===== src/rtl/div_issue_queue.sv =====
// div_issue_queue
//   Buffered issue/retire stage wrapped around a combinational 8-bit unsigned
//   divider array. Requests {num1, num2, tag} queue in a DEPTH-entry FIFO and
//   then move into S1, the operand register that drives the divider. From
//   there they move into S2, the result register that faces writeback.
//
//   Ports
//     clk, rst_n              clock, asynchronous active-low reset
//     in_valid/in_ready       request handshake (in_ready from registered count)
//     in_num1/in_num2/in_tag  dividend, divisor, opaque tag
//     out_valid/out_ready     result handshake; out_* hold while stalled
//     out_result/out_rest     quotient / remainder
//     out_tag, out_dz         request tag, divide-by-zero flag
//     count                   FIFO occupancy (S1/S2 not included)
//
//   Build option
//     DIVQ_ZERO_CHECK_EN  when defined, a zero divisor gives out_dz=1 and a
//                         zero quotient and remainder. When undefined,
//                         out_dz is tied to 0 and the raw divider outputs
//                         (0xFF, num1) pass through unchanged.

// One restoring-division row. It shifts in the next dividend bit and
// subtracts the divisor when the trial value is large enough.
module div_row (
    input  logic [7:0] rem_in,
    input  logic       nbit,
    input  logic [7:0] dvsr,
    output logic       qbit,
    output logic [7:0] rem_out
);
    logic [8:0] trial;
    logic [8:0] diff;

    // Both rem_in and the result stay below dvsr, or below 256 when
    // dvsr == 0, so the 9-bit trial value never overflows.
    assign trial   = {rem_in, nbit};
    assign diff    = trial - {1'b0, dvsr};
    assign qbit    = (trial >= {1'b0, dvsr});
    assign rem_out = qbit ? diff[7:0] : trial[7:0];
endmodule

// Combinational 8-bit unsigned divider built from 8 chained rows. A zero
// divisor makes every row subtract 0, which gives quotient 0xFF and
// remainder num1.
module divisor8b (
    input  logic [7:0] num1,
    input  logic [7:0] num2,
    output logic [7:0] result,
    output logic [7:0] rest
);
    logic [8:0][7:0] rem_chain;

    assign rem_chain[0] = 8'h00;

    genvar i;
    generate
        for (i = 0; i < 8; i++) begin : g_row
            div_row u_row (
                .rem_in  (rem_chain[i]),
                .nbit    (num1[7-i]),
                .dvsr    (num2),
                .qbit    (result[7-i]),
                .rem_out (rem_chain[i+1])
            );
        end
    endgenerate

    assign rest = rem_chain[8];
endmodule

module div_issue_queue #(
    parameter int DEPTH = 4,
    parameter int TAG_W = 3
) (
    input  logic                     clk,
    input  logic                     rst_n,
    input  logic                     in_valid,
    output logic                     in_ready,
    input  logic [7:0]               in_num1,
    input  logic [7:0]               in_num2,
    input  logic [TAG_W-1:0]         in_tag,
    output logic                     out_valid,
    input  logic                     out_ready,
    output logic [7:0]               out_result,
    output logic [7:0]               out_rest,
    output logic [TAG_W-1:0]         out_tag,
    output logic                     out_dz,
    output logic [$clog2(DEPTH):0]   count
);
    localparam int PW = $clog2(DEPTH);
    localparam int CW = PW + 1;

    typedef struct packed {
        logic [7:0]       num1;
        logic [7:0]       num2;
        logic [TAG_W-1:0] tag;
    } req_t;

    req_t            mem [DEPTH];
    logic [PW-1:0]   wr_ptr;
    logic [PW-1:0]   rd_ptr;

    req_t            s1;
    logic            s1_v;

    logic            push;
    logic            pop;
    logic            s2_load;
    logic            fifo_ne;
    logic [7:0]      div_q;
    logic [7:0]      div_r;

    // in_ready depends only on the registered count. A full FIFO refuses a
    // push even in a cycle where it also pops.
    assign in_ready = (count != CW'(DEPTH));
    assign fifo_ne  = (count != '0);
    assign push     = in_valid && in_ready;
    assign s2_load  = s1_v && (!out_valid || out_ready);
    assign pop      = fifo_ne && (!s1_v || s2_load);

    // FIFO storage. It has no reset because count and the pointers define
    // which entries are live.
    always_ff @(posedge clk) begin
        if (push)
            mem[wr_ptr] <= '{num1: in_num1, num2: in_num2, tag: in_tag};
    end

    always_ff @(posedge clk or negedge rst_n) begin
        if (!rst_n) begin
            wr_ptr <= '0;
            rd_ptr <= '0;
            count  <= '0;
        end else begin
            if (push) wr_ptr <= wr_ptr + PW'(1);
            if (pop)  rd_ptr <= rd_ptr + PW'(1);
            case ({push, pop})
                2'b10:   count <= count + CW'(1);
                2'b01:   count <= count - CW'(1);
                default: count <= count;
            endcase
        end
    end

    // S1 reads only from the FIFO, so a request pushed at one edge reaches
    // S1 at the next edge at the earliest (no fall-through).
    always_ff @(posedge clk or negedge rst_n) begin
        if (!rst_n) begin
            s1_v <= 1'b0;
            s1   <= '0;
        end else if (pop) begin
            s1_v <= 1'b1;
            s1   <= mem[rd_ptr];
        end else if (s2_load) begin
            s1_v <= 1'b0;
        end
    end

    divisor8b u_div (
        .num1   (s1.num1),
        .num2   (s1.num2),
        .result (div_q),
        .rest   (div_r)
    );

    // S2: result register. It loads from S1 whenever it is empty or being
    // drained, and holds its contents while writeback stalls.
`ifdef DIVQ_ZERO_CHECK_EN
    logic zero_div;
    assign zero_div = (s1.num2 == 8'h00);

    always_ff @(posedge clk or negedge rst_n) begin
        if (!rst_n) begin
            out_valid  <= 1'b0;
            out_result <= '0;
            out_rest   <= '0;
            out_tag    <= '0;
            out_dz     <= 1'b0;
        end else if (s2_load) begin
            out_valid  <= 1'b1;
            out_result <= zero_div ? 8'h00 : div_q;
            out_rest   <= zero_div ? 8'h00 : div_r;
            out_tag    <= s1.tag;
            out_dz     <= zero_div;
        end else if (out_valid && out_ready) begin
            out_valid  <= 1'b0;
        end
    end
`else
    assign out_dz = 1'b0;

    always_ff @(posedge clk or negedge rst_n) begin
        if (!rst_n) begin
            out_valid  <= 1'b0;
            out_result <= '0;
            out_rest   <= '0;
            out_tag    <= '0;
        end else if (s2_load) begin
            out_valid  <= 1'b1;
            out_result <= div_q;
            out_rest   <= div_r;
            out_tag    <= s1.tag;
        end else if (out_valid && out_ready) begin
            out_valid  <= 1'b0;
        end
    end
`endif

endmodule


===== config.mk =====
export PLATFORM = sky130hd
export DESIGN_NAME = div_issue_queue
export DESIGN_NICKNAME = d
export VERILOG_FILES = /design/src/rtl/div_issue_queue.sv
export SDC_FILE = /design/constraint.sdc
export NUM_CORES = 1
export LEC_CHECK = 0
export ABC_AREA = 1
export CORE_ASPECT_RATIO = 0.5
export CORE_MARGIN = 2
export CORE_UTILIZATION = 35
export CTS_BUF_LIST = sky130_fd_sc_hd__clkbuf_16
export DETAILED_ROUTE_END_ITERATION = 12
export HOLD_SLACK_MARGIN = 0.05
export PLACE_DENSITY = 0.6
export RECOVER_POWER = 100
export SLEW_MARGIN = 25
export SYNTH_ARGS = -nofsm -noshare
export SYNTH_HDL_FRONTEND = slang
export SYNTH_SLANG_ARGS = --single-unit

===== constraint.sdc =====
create_clock -name clk -period 12.42 [get_ports clk]
set_input_delay 1.863 -clock clk [delete_from_list [all_inputs] [get_ports clk]]
set_output_delay 1.863 -clock clk [all_outputs]
set_load 0.03 [all_outputs]

* After elaboration in Yosys (flattened, before gate mapping)
Memory sizes are Yosys's and may differ from the RTL's. A register that Yosys moved wholly into a read port is not among the register bits.
Cells that the tools add are included.
** Word-level totals
- Memories :: 1
- Bits in registers :: 28
- Input port bits :: 23
- RAM bits :: 76
- Word-level logic and storage cells :: 60
** Operators by class
- Muxes and demuxes :: 15
- Magnitude comparators :: 8
- Reduce and logical (&&, ||, !) cells :: 13
- Add/sub/neg operators :: 12
- Equal/unequal tests :: 3
** Memory list
- mem :: depth 4, bits a word 19, read ports 1, clocked after Yosys merged registers in 1, wr ports 1, line 99 : req_t mem [DEPTH];
** Operator list (number)
- 8-bit 2-to-1 mux :: 8
- 9-bit by 8-bit >= comparator with 1-bit output :: 7
- 8-bit subtractor :: 7
- 1-bit by 8-bit >= comparator with 1-bit output :: 1
- 1-bit by 8-bit subtractor with 8-bit output :: 1
- 1-bit 2-to-1 mux :: 6
- 3-bit case mux with 2 select lines :: 1
- 2-bit nonzero test :: 3
- 2-bit by 1-bit adder with 2-bit output (second input constant) :: 2
- 1-bit logical AND :: 4
- 3-bit by 1-bit adder with 3-bit output (second input constant) :: 1
- 1-bit zero test :: 3
- 3-bit inequality test (second input constant) :: 1
- 3-bit nonzero test :: 1
- 3-bit by 1-bit subtractor with 3-bit output (second input constant) :: 1
- 2-bit by 1-bit equality test with 1-bit output (second input constant) :: 1
- 2-bit equality test (second input constant) :: 1
- 1-bit logical OR :: 2

* Depth between registers and ports, before layout
- Depth in word-level cells :: 16
- Depth in mapped cells :: 101

* By module
Synthesis repeated with hierarchy kept, for this count alone.
** Unflattened totals
- Cells, all modules :: 1390
- Area total of the unflattened synthesis :: 10308.6 µm²
** Modules (own cells, without submodules)
- div_issue_queue :: cells each 519, times used 1, area each 5148.7 µm²
- div_row at u_div.g_row[0].u_row ... :: cells each 109, times used 6, area each 654.4 µm²
- div_row at u_div.g_row[3].u_row :: cells each 109, times used 1, area each 651.9 µm²
- div_row at u_div.g_row[4].u_row :: cells each 107, times used 1, area each 578.1 µm²
- divisor8b :: cells each 1, times used 1, area each 3.8 µm²

* Least setup slack after synthesis
Ideal clock, no wire load.
- Path kind :: reg-to-reg
- Start :: register, netlist name s1[4]
- End :: register out_rest[2]
- Required time :: 12.299 ns
- Slack :: -0.333 ns
- Data arrival time :: 12.632 ns
- Clock period less this slack :: 12.753 ns
- Cell stages (with the launch flop) :: 96
- Cells stage by stage :: dfrtp_1 inv_1 ha_1 nand2_1 nand2_2 nand2_1 inv_1 nand2_1 inv_1 ha_1 a21oi_1 nand2_2 nand2_1 nand3_2 nand2_2 nand2_4 o21ai_0 inv_1 [... 60 more ...] inv_1 nand3_4 inv_2 nand2_1 o21ai_1 ha_1 a21oi_1 nand2_1 a21oi_1 o21bai_1 nand2_1 nand2_1 a21oi_1 inv_1 a221oi_1 nand3_4 a21boi_1 nand2_1
** On the way
- Word-level cells in the longest chain between the ends :: 16
- Elaborated cells on any way between the ends :: 24
** Ends and longest elaborated chain
- 1-bit by 8-bit subtractor with 8-bit output or 1-bit by 8-bit >= comparator with 1-bit output (tied branches) :: line 37, 38
- 8-bit 2-to-1 mux :: line 39 : assign rem_out = qbit ? diff[7:0] : trial[7:0];
- 8-bit subtractor or 9-bit by 8-bit >= comparator with 1-bit output (tied branches) :: line 37, 38
- 8-bit 2-to-1 mux :: line 39
- 8-bit subtractor or 9-bit by 8-bit >= comparator with 1-bit output (tied branches) :: line 37, 38
- 8-bit 2-to-1 mux :: line 39
- 8-bit subtractor or 9-bit by 8-bit >= comparator with 1-bit output (tied branches) :: line 37, 38
- 8-bit 2-to-1 mux :: line 39
- 8-bit subtractor or 9-bit by 8-bit >= comparator with 1-bit output (tied branches) :: line 37, 38
- 8-bit 2-to-1 mux :: line 39
- 8-bit subtractor or 9-bit by 8-bit >= comparator with 1-bit output (tied branches) :: line 37, 38
- 8-bit 2-to-1 mux :: line 39
- 8-bit subtractor or 9-bit by 8-bit >= comparator with 1-bit output (tied branches) :: line 37, 38
- 8-bit 2-to-1 mux :: line 39
- 9-bit by 8-bit >= comparator with 1-bit output or 8-bit subtractor (tied branches) :: line 38, 37
- 8-bit 2-to-1 mux (*) :: line 39
- end signal: assignment :: line 200 : out_rest <= div_r;
- end: declaration :: line 85 : output logic [7:0] out_rest,
Mark *: on every way between the ends. The rest lies on a longest branch, timed or not.
A chain may end at the register's enable or synchronous reset.

* Final worst setup path
- Start :: register, netlist name s1[18]
- End :: register out_rest[0]
** On the way
- Word-level cells in the longest chain between the ends :: 16
- Elaborated cells on any way between the ends :: 23
** Ends and longest elaborated chain
- 1-bit by 8-bit subtractor with 8-bit output or 1-bit by 8-bit >= comparator with 1-bit output (tied branches) :: line 37, 38
- 8-bit 2-to-1 mux (*) :: line 39
- 8-bit subtractor or 9-bit by 8-bit >= comparator with 1-bit output (tied branches) :: line 37, 38
- 8-bit 2-to-1 mux (*) :: line 39
- 8-bit subtractor or 9-bit by 8-bit >= comparator with 1-bit output (tied branches) :: line 37, 38
- 8-bit 2-to-1 mux (*) :: line 39
- 8-bit subtractor or 9-bit by 8-bit >= comparator with 1-bit output (tied branches) :: line 37, 38
- 8-bit 2-to-1 mux (*) :: line 39
- 8-bit subtractor or 9-bit by 8-bit >= comparator with 1-bit output (tied branches) :: line 37, 38
- 8-bit 2-to-1 mux (*) :: line 39
- 8-bit subtractor or 9-bit by 8-bit >= comparator with 1-bit output (tied branches) :: line 37, 38
- 8-bit 2-to-1 mux (*) :: line 39
- 8-bit subtractor or 9-bit by 8-bit >= comparator with 1-bit output (tied branches) :: line 37, 38
- 8-bit 2-to-1 mux (*) :: line 39
- 9-bit by 8-bit >= comparator with 1-bit output (*) :: line 38 : assign qbit = (trial >= {1'b0, dvsr});
- 8-bit 2-to-1 mux (*) :: line 39
Marked as above.

==> metrics.cfg <==
[grt]
grt_max_degree=48
grt_pass1_vias=6456
grt-ovfl-total=0
grt_usage_pct=17.31
antenna_found_initial=0
grt_pass1_wl_mm=32.84

[logic_synthesis]
postSynthCellCount=934
synth-seq-cells=123
syn-num-nets=1028
yosys_warnings=0
synthesis.area_sq_um=8038
yosysTopAreaCellShare_pct=28.39
synth.largest_area_cell=edfxtp_1
synth_top_flop_cell=edfxtp_1
synth-edff-count=76
synth.avg_cell_area_sq_um=8.606
ys_seq_area_share_pct=43.03
synthArstFlopShare_pct=38.21
synth_cell_types=45
synth.area.top_cells=edfxtp_1 (28%), dfrtp_1 (15%), ha_1 (9.8%)

[worst_setup_path]
startpoint=s1[18]
arrival_ns=12.04
critical_path_class=reg2reg
critPathMaxFanout=7
startpoint_type=flop
crit_path_frequent_cell=nand2_1
end_kind=flop
r2r_start=s1[18]
critPathRequiredTime_ns=12.72
slowest_delay_ns=0.54
cp_slowest_cell=or4_1

[die]
die_height_microns=111.2
core_sq_um=22690
dieWidth_microns=218.3
rows=39
initial_core_util_pct=35.42
io_pins=48
dieArea_sq_um=24270

[clock_tree]
numCtsBuffers=17
cts_tree=built
cts_htree_levels=4
clock_latency_ns=0.42
cts_root_buf=clkbuf_16
hold_buffers=0
path_clk_slew_ns=0.06
clk_path_buf_depth=2
clock_sinks=123

[route]
first_iter_violations=370
avgRoutedWirePerCell_microns=15.27
drt-total-wl_mm=21.09
vias=6735
dr.pass1.iters=5
drc_errors=0
via_per_inst=4.877
ant_nets=0

[layout]
final_common_cell=nand2_1
drive_above_1_share_pct=26.07
fin_nets=1155
diodes=0
syn_to_final_growth_pct=33.61
fill_cells=2098
layout_common_cells=nand2_1 (172), inv_1 (104), o21ai_0 (76), edfxtp_1 (76), buf_4 (72)

[sta]
finalMaxSlewViolations=48
hold_viol=0
slew_headroom_pct=-79.70
fmax_mhz=85.23
tightest_slew_ns=2.696
fin_skew_ns=0.009384
finalSetupViolCount=0
period_share_pct=94.47
hold-worst-slack_ns=0.4823
period_needed_ns=11.73
postLayoutSetupSlackWorst_ns=0.6865

[status]
outcome=finished with violations
violations=capacitance limit, slew limit

[min_path]
hold_class=reg2reg
worstHoldStart=out_rest[0]

[placement]
gp_congestion=0.8981
io_buffers=46
dp_slack_ns=-0.2020
dpl.hpwl_mm=14.52

[flow_run]
cap_violations=1

[logic make-up after synthesis]
| family | share of synthesized area, % |
|---|---|
| adders and majority gates | 11.80 |
| DFF | 43.03 |
| xor gates and xnor gates | 4.468 |
| and+or+nand+nor | 20.55 |
| AOI/OAI and AO/OA | 12.56 |
| buffers and inverters | 7.550 |
| other | 0.04666 |
[state kept, by name (all words and copies together) (netlist names)]
signal / cells
mem: 76
s1: 19
out_rest: 8
out_result: 8
count: 3
out_tag: 3
rd_ptr: 2
wr_ptr: 2
out_valid: 1
s1_v: 1
[worst paths after layout]
check,to,slack [ns],depth (start not counted)
setup / recovery,out_rest[0],0.69,89
setup reg to reg,out_rest[0],0.69,89
hold / removal,out_rest[0],0.48,2
max in group asynchronous,s1[4],8.29,2
min in group asynchronous,out_result[5],2.38,2
hold reg to reg,out_rest[0],0.48,2
[area by class of cell]
cell class                      instances  area [sq um]  area share [%]
Timing Repair Buffer                  127          1056           9.833
Clock inverter                         15         193.9           1.806
Inverter                              133         511.7           4.765
Sequential cell                       123          3460           32.22
Clock buffer                           17         425.4           3.961
Tap cell                              307         384.1           3.577
Multi-Input combinational cell        659          4708           43.84
[synth_stat cells, drive strengths merged, types with 2 or more instances]
cell / n
or2: 6
nand2: 205
a21oi: 41
dfrtp: 47
buf: 4
a21o: 3
nor3: 5
inv: 132
xnor2: 15
or4: 2
o21ai: 108
edfxtp: 76
a31oi: 2
nand3: 48
fa: 8
a21boi: 3
nand3b: 2
xor2: 26
nor2: 84
nand4: 6
o22ai: 18
o21bai: 3
ha: 63
clkbuf: 18
[stage by stage]
stage	instances	utilization [%]	area, sq um	setup TNS [ns]
floorplan	934	-	8045	0
global placement	1322	40.58	9208	-0.02924
detailed placement	1322	40.58	9208	-1.529
CTS	1355	43.45	9859	0
global route	1381	47.33	10740	-1.739
finish	1381	47.33	10740	0
[layer usage]
metal | wire [microns] | GRT usage [%]
met5 | 0 | 0
met4 | 338 | 5.261
met3 | 587 | 3.045
met2 | 10120 | 28.23
met1 | 10040 | 23.45
[critical path, delay by kind of cell (launching register included)]
| kind | cells | cell delay (ns) |
|---|---|---|
| flip-flops | 1 | 0.39 |
| AND/OR/NAND/NOR | 44 | 4.87 |
| adder cells (fa/ha/maj) | 9 | 2.22 |
| buffers and inverters | 19 | 1.73 |
| AO/OA/AOI/OAI | 17 | 2.35 |
[repair_timing]
item                                    CTS  global route
setup buffers                             1            24
endpoints found under the setup margin    9             9
gates resized for setup                  14           141
pin swaps                                 2            60
cloned                                    0             3
Power is left out: the tool's default activity adds up to more than one toggle a clock period on the data nets, which glitch-free logic cannot reach.
